File: config.mk
export PLATFORM = sky130hd
export DESIGN_NAME = mc_control_unit
export DESIGN_NICKNAME = d
export VERILOG_FILES = /design/src/rtl/mc_control_unit.sv
export SDC_FILE = /design/constraint.sdc
export NUM_CORES = 1
export LEC_CHECK = 0
export ABC_AREA = 1
export ABC_CLOCK_PERIOD_IN_PS = 1700
export CAP_MARGIN = 20
export CORE_UTILIZATION = 30
export CTS_CLUSTER_DIAMETER = 200
export DETAILED_ROUTE_END_ITERATION = 10
export PLACE_DENSITY = 0.8
export SETUP_SLACK_MARGIN = 0.3
export SLEW_MARGIN = 20
export SYNTH_ARGS = -nofsm -noshare
export SYNTH_HDL_FRONTEND = slang
export SYNTH_SLANG_ARGS = --single-unit
File: constraint.sdc
create_clock -name clk -period 1.7 [get_ports clk]
set_input_delay 0.17 -clock clk [delete_from_list [all_inputs] [get_ports clk]]
set_output_delay 0.17 -clock clk [all_outputs]
set_load 0.01 [all_outputs]
File: src/rtl/mc_control_unit.sv
`default_nettype none
// ============================================================================
// Module   : mc_control_unit
// Purpose  : Multi-cycle RV32I (R/I/L/S/B) sequencer driving datapath control
//            and a req/ready data-bus handshake with a bounded wait.
// Revision : 1.0 - initial release
// ============================================================================
module mc_control_unit #(
    parameter int BUS_TIMEOUT = 16
) (
    input  logic        clk,
    input  logic        reset,
    input  logic [31:0] instrCode,
    input  logic        busReady,
    output logic        pcEn,
    output logic        regFileWe,
    output logic [3:0]  aluControl,
    output logic        aluSrcMuxSel,
    output logic        RFWDSrcMuxSel,
    output logic        branch,
    output logic        busReq,
    output logic        busWe,
    output logic        illegalInstr,
    output logic        busErr
);

    localparam int         CNT_W   = (BUS_TIMEOUT > 2) ? $clog2(BUS_TIMEOUT) : 1;
    localparam logic [6:0] c_OP_R  = 7'b0110011;
    localparam logic [6:0] c_OP_I  = 7'b0010011;
    localparam logic [6:0] c_OP_L  = 7'b0000011;
    localparam logic [6:0] c_OP_S  = 7'b0100011;
    localparam logic [6:0] c_OP_B  = 7'b1100011;

    typedef enum logic [3:0] {
        S_FETCH  = 4'd0,
        S_DECODE = 4'd1,
        S_R_EXE  = 4'd2,
        S_I_EXE  = 4'd3,
        S_B_EXE  = 4'd4,
        S_L_EXE  = 4'd5,
        S_L_MEM  = 4'd6,
        S_L_WB   = 4'd7,
        S_S_EXE  = 4'd8,
        S_S_MEM  = 4'd9
    } state_t;

    state_t             state_q, state_d;
    logic [CNT_W-1:0]   cnt_q, cnt_d;

    logic [6:0]         w_opcode;
    logic [2:0]         w_func3;
    logic               w_bit30;
    logic               w_timeout;
    logic               w_unused_instr_bits;

    assign w_opcode            = instrCode[6:0];
    assign w_func3             = instrCode[14:12];
    assign w_bit30             = instrCode[30];
    assign w_unused_instr_bits = ^{instrCode[31], instrCode[29:15], instrCode[11:7]};
    assign w_timeout           = (cnt_q == CNT_W'(BUS_TIMEOUT - 1));

    always_comb begin
        aluControl = 4'b0000;
        case (w_opcode)
            c_OP_R:  aluControl = {w_bit30, w_func3};
            c_OP_I:  aluControl = {(w_func3 == 3'b101) ? w_bit30 : 1'b0, w_func3};
            c_OP_B:  aluControl = {1'b0, w_func3};
            default: aluControl = 4'b0000;
        endcase
    end

    always_ff @(posedge clk) begin
        if (reset) begin
            state_q <= S_FETCH;
            cnt_q   <= '0;
        end else begin
            state_q <= state_d;
            cnt_q   <= cnt_d;
        end
    end

    always_comb begin
        state_d       = state_q;
        cnt_d         = cnt_q;
        pcEn          = 1'b0;
        regFileWe     = 1'b0;
        aluSrcMuxSel  = 1'b0;
        RFWDSrcMuxSel = 1'b0;
        branch        = 1'b0;
        busReq        = 1'b0;
        busWe         = 1'b0;
        illegalInstr  = 1'b0;
        busErr        = 1'b0;

        case (state_q)
            S_FETCH: state_d = S_DECODE;
            S_DECODE: begin
                case (w_opcode)
                    c_OP_R: state_d = S_R_EXE;
                    c_OP_I: state_d = S_I_EXE;
                    c_OP_B: state_d = S_B_EXE;
                    c_OP_L: state_d = S_L_EXE;
                    c_OP_S: state_d = S_S_EXE;
                    default: begin
                        pcEn         = 1'b1;
                        illegalInstr = 1'b1;
                        state_d      = S_FETCH;
                    end
                endcase
            end
            S_R_EXE: begin
                regFileWe = 1'b1;
                pcEn      = 1'b1;
                state_d   = S_FETCH;
            end
            S_I_EXE: begin
                regFileWe    = 1'b1;
                pcEn         = 1'b1;
                aluSrcMuxSel = 1'b1;
                state_d      = S_FETCH;
            end
            S_B_EXE: begin
                branch  = 1'b1;
                pcEn    = 1'b1;
                state_d = S_FETCH;
            end
            S_L_EXE: begin
                aluSrcMuxSel = 1'b1;
                cnt_d        = '0;
                state_d      = S_L_MEM;
            end
            S_L_MEM: begin
                busReq       = 1'b1;
                aluSrcMuxSel = 1'b1;
                if (busReady) begin
                    state_d = S_L_WB;
                end else if (w_timeout) begin
                    // abandoned load: skip write-back, move on to the next instruction
                    busErr  = 1'b1;
                    pcEn    = 1'b1;
                    state_d = S_FETCH;
                end else begin
                    cnt_d = cnt_q + 1'b1;
                end
            end
            S_L_WB: begin
                regFileWe     = 1'b1;
                RFWDSrcMuxSel = 1'b1;
                aluSrcMuxSel  = 1'b1;
                pcEn          = 1'b1;
                state_d       = S_FETCH;
            end
            S_S_EXE: begin
                aluSrcMuxSel = 1'b1;
                cnt_d        = '0;
                state_d      = S_S_MEM;
            end
            S_S_MEM: begin
                busReq       = 1'b1;
                busWe        = 1'b1;
                aluSrcMuxSel = 1'b1;
                if (busReady) begin
                    pcEn    = 1'b1;
                    state_d = S_FETCH;
                end else if (w_timeout) begin
                    busErr  = 1'b1;
                    pcEn    = 1'b1;
                    state_d = S_FETCH;
                end else begin
                    cnt_d = cnt_q + 1'b1;
                end
            end
            default: state_d = S_FETCH;
        endcase
    end

endmodule
`default_nettype wire

==> results.txt <==
Max FO, Critical Path - 3
Number of standard cells after synthesis - 116
Inserted Clock Buffers - 3
CTS H-Tree Depth - 1
Setup clock skew after layout - 3.03 ps
Total GRT Usage - 23.1%
Final hold viol count - 0
Post-detail-place hpwl - 1840 um
Required time at the worst-slack endpoint - 1530 ps
Post-Synthesis Mean Instance Area - 6.05 um^2
Total setup violations reported at the end of the flow - 0
Internal - 0.335 mW
Clock Latency Late Sink - 260 ps
Endpoint class of the critical path - primary output
Sequential element share of the synthesized area - 22.8%
Overall die area - 2540 um^2
Class of the tightest hold or removal check - input pin to flop
Number of global-route vias before repair - 1110
Length in cells of the worst reg-to-reg path - 10
Startpoint type of the worst setup path - flop
Class of the most critical setup path - flop to primary output
Number of sinks on the clock net - 8
Port Buffers - 26
Via Count - 1098
Number of rows in the core area - 17
Power density over the cells - 307 nW/um^2
Part of the total power dissipated in the clock network - 31.8%
DRC violations left - 0
Total net switching power - 0.138 mW
Number of synthesized register bits - 8
Share of final-layout standard cells stronger than drive strength 1 - 59.8%
Wire length of the first global-routing pass - 4610 um
Combinational group share of total power - 28.2%
Buffers from clock root to sink, at most - 2
Number of optimization iterations in the first detailed-route pass - 4
Worst reg-to-reg setup slack - 260 ps
Number of max-capacitance violations reported - 0
Die extent in y - 50.4 um
CP arrival - 1420 ps
Number of antenna violations at the first check in global routing - 0
Fin area - 1540 um^2
Static Leakage - 0.715 nW
Most common cell after layout, fill and taps aside - buf_4
Max Clock Freq - 0.631 GHz
Post-route antenna net violation count - 0
Share of the cycle needed by the critical path after routing - 93.3%
Die boundary width - 50.4 um
Total power - 0.474 mW
Highest-count cells in the layout ignoring fill and taps - buf_4 (39), nand2_1 (14), nor2_1 (13)
ANT cells - 0
First-iteration detailed-routing DRC count - 27
Worst slew margin relative to its limit - 76.3%
Worst reg2reg endpoint - cnt_q[0]
RSZ-0062 raised after global routing - true
Total core area - 2210 um^2
Synth unique cells - 23
Launch point of the critical path - state_q[3]
Switching Share - 29.2%
Clock tree from TritonCTS - yes
YS warnings - 0
Clock tree root driver cell - clkbuf_4
Area grow syn2layout - 120%
Count of hold-fix buffers inserted at cts - 0
Net count after synthesis - 152
Result of the run - finished, final reports clean
Maximum number of pins on one net before global-route repair - 8
Placer congestion estimate - 0.885
Launch instance of the worst register-to-register path - state_q[2]
Standard cell area after detailed placement - 1250 um^2
Final Util - 69.8%
Wirelength per Cell - 14.4 um
Post-Route WL - 3130 um
I/O pin count - 48
Final max-slew violation count - 0
Post-Syn Area - 702 um^2
Time the worst path needs with I/O delays and setup - 1590 ps
Capture point of the critical path - pcEn
Net count of the finished layout - 227
Remaining global-route overflow - 0
Sequential power share - 40.0%
Worst-Margin Slew - 354 ps
Worst supply voltage drop on vdd - 0.229 mV
Starting density of the core - 31.7%
Clock-pin transition on the worst setup and hold timing paths - 60 ps
Via-per-instance ratio - 5.06
kinds of logic after synthesis:
family          count (synthesis)  share of synthesized area (%)
xor+xnor                        1                           1.25
simple gates                   67                           47.8
flops                           8                           22.8
compound gates                 20                           16.2
fa+ha+maj                       1                           1.78
buf+inv                        19                           10.2
per-stage QoR:
step                setup WS (ps)  hold WS (ps)  setup TNS [ps]  cells
finish                        114           508               0    217
global route                 32.2           541               0    217
CTS                           139           517               0    215
detailed placement           -270           597           -1420    204
global placement             -211           585           -1140    204
floorplan                     372           239               0    116
worst max-delay path: stages (launching register included):
cell and delay [ps]:
dfxtp_4 370, inv_4 50, nor2_4 140, nand2_4 90
nand2_4 90, nand2_4 50, a21oi_4 120, nand3b_1 110
buf_2 130
cell usage after synthesis (all sizes together):
cell type,n,share of area [%]
o21ai,3,2.1
o211ai,1,1.1
o21a,1,1.1
inv,19,10
nor3b,2,2.1
ha,1,1.8
a31oi,3,2.7
nand3b,1,1.1
a211oi,1,1.1
o21bai,1,1.1
xnor2,1,1.2
nor2,26,17
dfxtp,8,23
nand2,26,19
a21oi,10,7.1
nand4,2,1.8
nand3,10,7.1
power groups by stage:
stage,Combinational (mW),Clock (mW),Sequential (mW)
detailed placement,0.116,0,0.197
finish,0.134,0.151,0.189
CTS,0.126,0.144,0.191
floorplan,0.0368,0,0.197
global placement,0.113,0,0.197
global route,0.143,0.160,0.189
final cells by class:
cell class	instances	area, um^2
well taps	28	35.0
inverters	19	76.3
repair buffers	70	568
fillers	178	668
clock buffers	3	22.5
multi-input cells	89	664
flip-flops and latches	8	178
timing repair:
item                                    in CTS  in global routing
endpoints found under the hold margin        0                  0
resized for setup                          105                 20
endpoints found under the setup margin      17                 17
setup buffers                                8                  2
pin swaps                                   13                  8
per-layer routing:
layer	wire (um)	track usage, %
met1	1280	25.7
met2	1680	43.3
met4	10	8.80
met3	163	3.33
met5	0	0
sequential cells by signal, summed over array words and instances (netlist names):
name     flops
cnt_q        4
state_q      4
how the worst min path moves through the flow:
stage / cells past startpoint / start / to / slack (ps)
final: 5 / instrCode[4] / state_q[3] / 510
after global routing: 5 / instrCode[4] / state_q[3] / 540
after CTS: 5 / instrCode[4] / state_q[3] / 520
after detailed placement: 3 / cnt_q[3] / cnt_q[3] / 600
after global placement: 3 / cnt_q[3] / cnt_q[3] / 590
after floorplan: 1 / reset / cnt_q[2] / 240
Power figures use the tool's default switching activity.
==> RTL edit, RTL diff (config.mk and constraints unchanged) <==
The 10 states of `state_t` get a Gray code encoding in 4 bits.
--- a/src/rtl/mc_control_unit.sv
+++ b/src/rtl/mc_control_unit.sv
@@ -34,12 +34,12 @@
     typedef enum logic [3:0] {
-        S_FETCH  = 4'd0,
-        S_DECODE = 4'd1,
-        S_R_EXE  = 4'd2,
-        S_I_EXE  = 4'd3,
-        S_B_EXE  = 4'd4,
-        S_L_EXE  = 4'd5,
-        S_L_MEM  = 4'd6,
-        S_L_WB   = 4'd7,
-        S_S_EXE  = 4'd8,
-        S_S_MEM  = 4'd9
+        S_FETCH  = 4'b0000,
+        S_DECODE = 4'b0001,
+        S_R_EXE  = 4'b0011,
+        S_I_EXE  = 4'b0010,
+        S_B_EXE  = 4'b0110,
+        S_L_EXE  = 4'b0111,
+        S_L_MEM  = 4'b0101,
+        S_L_WB   = 4'b0100,
+        S_S_EXE  = 4'b1100,
+        S_S_MEM  = 4'b1101
     } state_t;
Formal check against the unedited RTL: same outputs for any inputs over 10 cycles, from zero or initial values and one cycle with reset high; not proved beyond that.
==> RTL edit against the original RTL <==
Cell area fell by 22%; routed wire length fell by 35%; synthesized area fell by 5.2%; sequential cell count did not move; worst hold slack got worse by 0.18 ns; clock power fell by 7%; utilization fell by 10 points; via count fell by 19%; first-iteration DRC count fell by 59%; fmax rose by 13%; die area fell by 5.0%; total power fell by 5.0%; combinational power fell by 9.7%; worst setup slack improved by 0.18 ns; largest power group unchanged.
==> RTL edit: results (changes against the original RTL) <==
The count of fill cells added during filler insertion was 188 (+5.6%). The placed instance count was 176 (-14%). The weighted congestion reported at the end of routability-driven placement came to 0.771 (-13%). The standby leakage power is 0.579 nW (-19%). The arithmetic-cell share of the synthesized area counting full adders, half adders and majority gates came out at 0.0188 (+0.000972).

The maximum vdd drop is 0.000205 V (-10%). The average size of a mapped cell came out at 6.00 µm² (-0.90%). The internal power summed over all cells is 0.329 mW (-1.8%).

The number of global-route vias before repair is 906 (-18%). The clock tree skew after final layout is 0.00646 ns (+0.00343 ns). By area the synthesized netlist is led by sky130_fd_sc_hd__dfxtp_1 24%, sky130_fd_sc_hd__nand2_1 14%, sky130_fd_sc_hd__nand3_1 11%, sky130_fd_sc_hd__inv_1 7.9%, sky130_fd_sc_hd__nor2_1 6.8%. The global-route wire length before repair is 3510 µm (-24%). The headroom to the max-slew limit came out at 0.828 (+0.0654). The most critical setup path has its startpoint at state_q[0]. The worst hold path begins at instrCode[6].

The run finished with clean final reports. The worst hold margin came to 0.330 ns (-0.178 ns). The ratio of cells with drive above 1 in the final layout came out at 0.463 (-0.135). The global-route usage over all layers is 0.184 (-0.0464). The initial DRC count is 11 (-59%). The sequential element share of the synthesized area came out at 0.241 (+0.0124).

The worst register-to-register path ends at cnt_q[1]. The commonest cells after synthesis are 24 x sky130_fd_sc_hd__nand2_1, 15 x sky130_fd_sc_hd__nand3_1, 14 x sky130_fd_sc_hd__inv_1. The worst register-to-register path begins at cnt_q[1]. The number of nets in the synthesized netlist was 147 (-3.3%). The register-to-register setup slack came out at 0.33 ns (+0.07 ns). The largest fanout of any net on the critical path is 5 (+2). The xor and xnor area share after synthesis is 0.0132 (+0.000680).
RTL edit: cell types whose count changed in the layout (fill, tap and decap cells not counted), sizes merged, moves of 2 or more:
cell / change
a31oi: -3
inv: -2
buf: -26
nand3: +6
clkbuf: +5
nor3b: -2
nor2: -9
a21oi: -3
nand2: +2
nor3: +6
o21ai: +4
RTL edit: final cells by class:
| cell class | count | area share |
|---|---|---|
| Multi-Input combinational cell | 86 | 0.449 |
| Timing Repair Buffer | 48 | 0.302 |
| Sequential cell | 8 | 0.147 |
| Inverter | 17 | 0.0550 |
| Tap cell | 27 | 0.0280 |
| Clock buffer | 3 | 0.0187 |
RTL edit: per-stage QoR:
step                      setup WS [ns]  area (µm²)  setup TNS (ns)
after global routing              0.223        1210               0
after global placement           -0.250        1050           -1.27
after floorplan                   0.465         666               0
final                             0.296        1210               0
after detailed placement         -0.281        1050           -1.48
after CTS                         0.108        1170               0
RTL edit: timing repair:
item	4_1_cts	5_1_grt
setup buffers	7	3
hold endpoints to repair	0	0
gates cloned	0	0
pin swaps	14	10
resized for setup	71	24
endpoints found under the setup margin	13	11
RTL edit: routing by layer:
layer	track usage	wire length (µm)	up-vias
li1	-	-	471
met3	0.0156	75	2
met2	0.352	1170	23
met5	0	0	-
met4	0.103	9	0
met1	0.194	793	397
RTL edit: power by group through the flow:
stage          logic [mW]  clock network [mW]  registers, mW
2_1_floorplan      0.0358                   0          0.196
3_3_place_gp       0.0994                   0          0.197
3_5_place_dp        0.102                   0          0.197
4_1_cts             0.112               0.145          0.190
5_1_grt             0.134               0.152          0.189
6_report            0.121               0.140          0.189
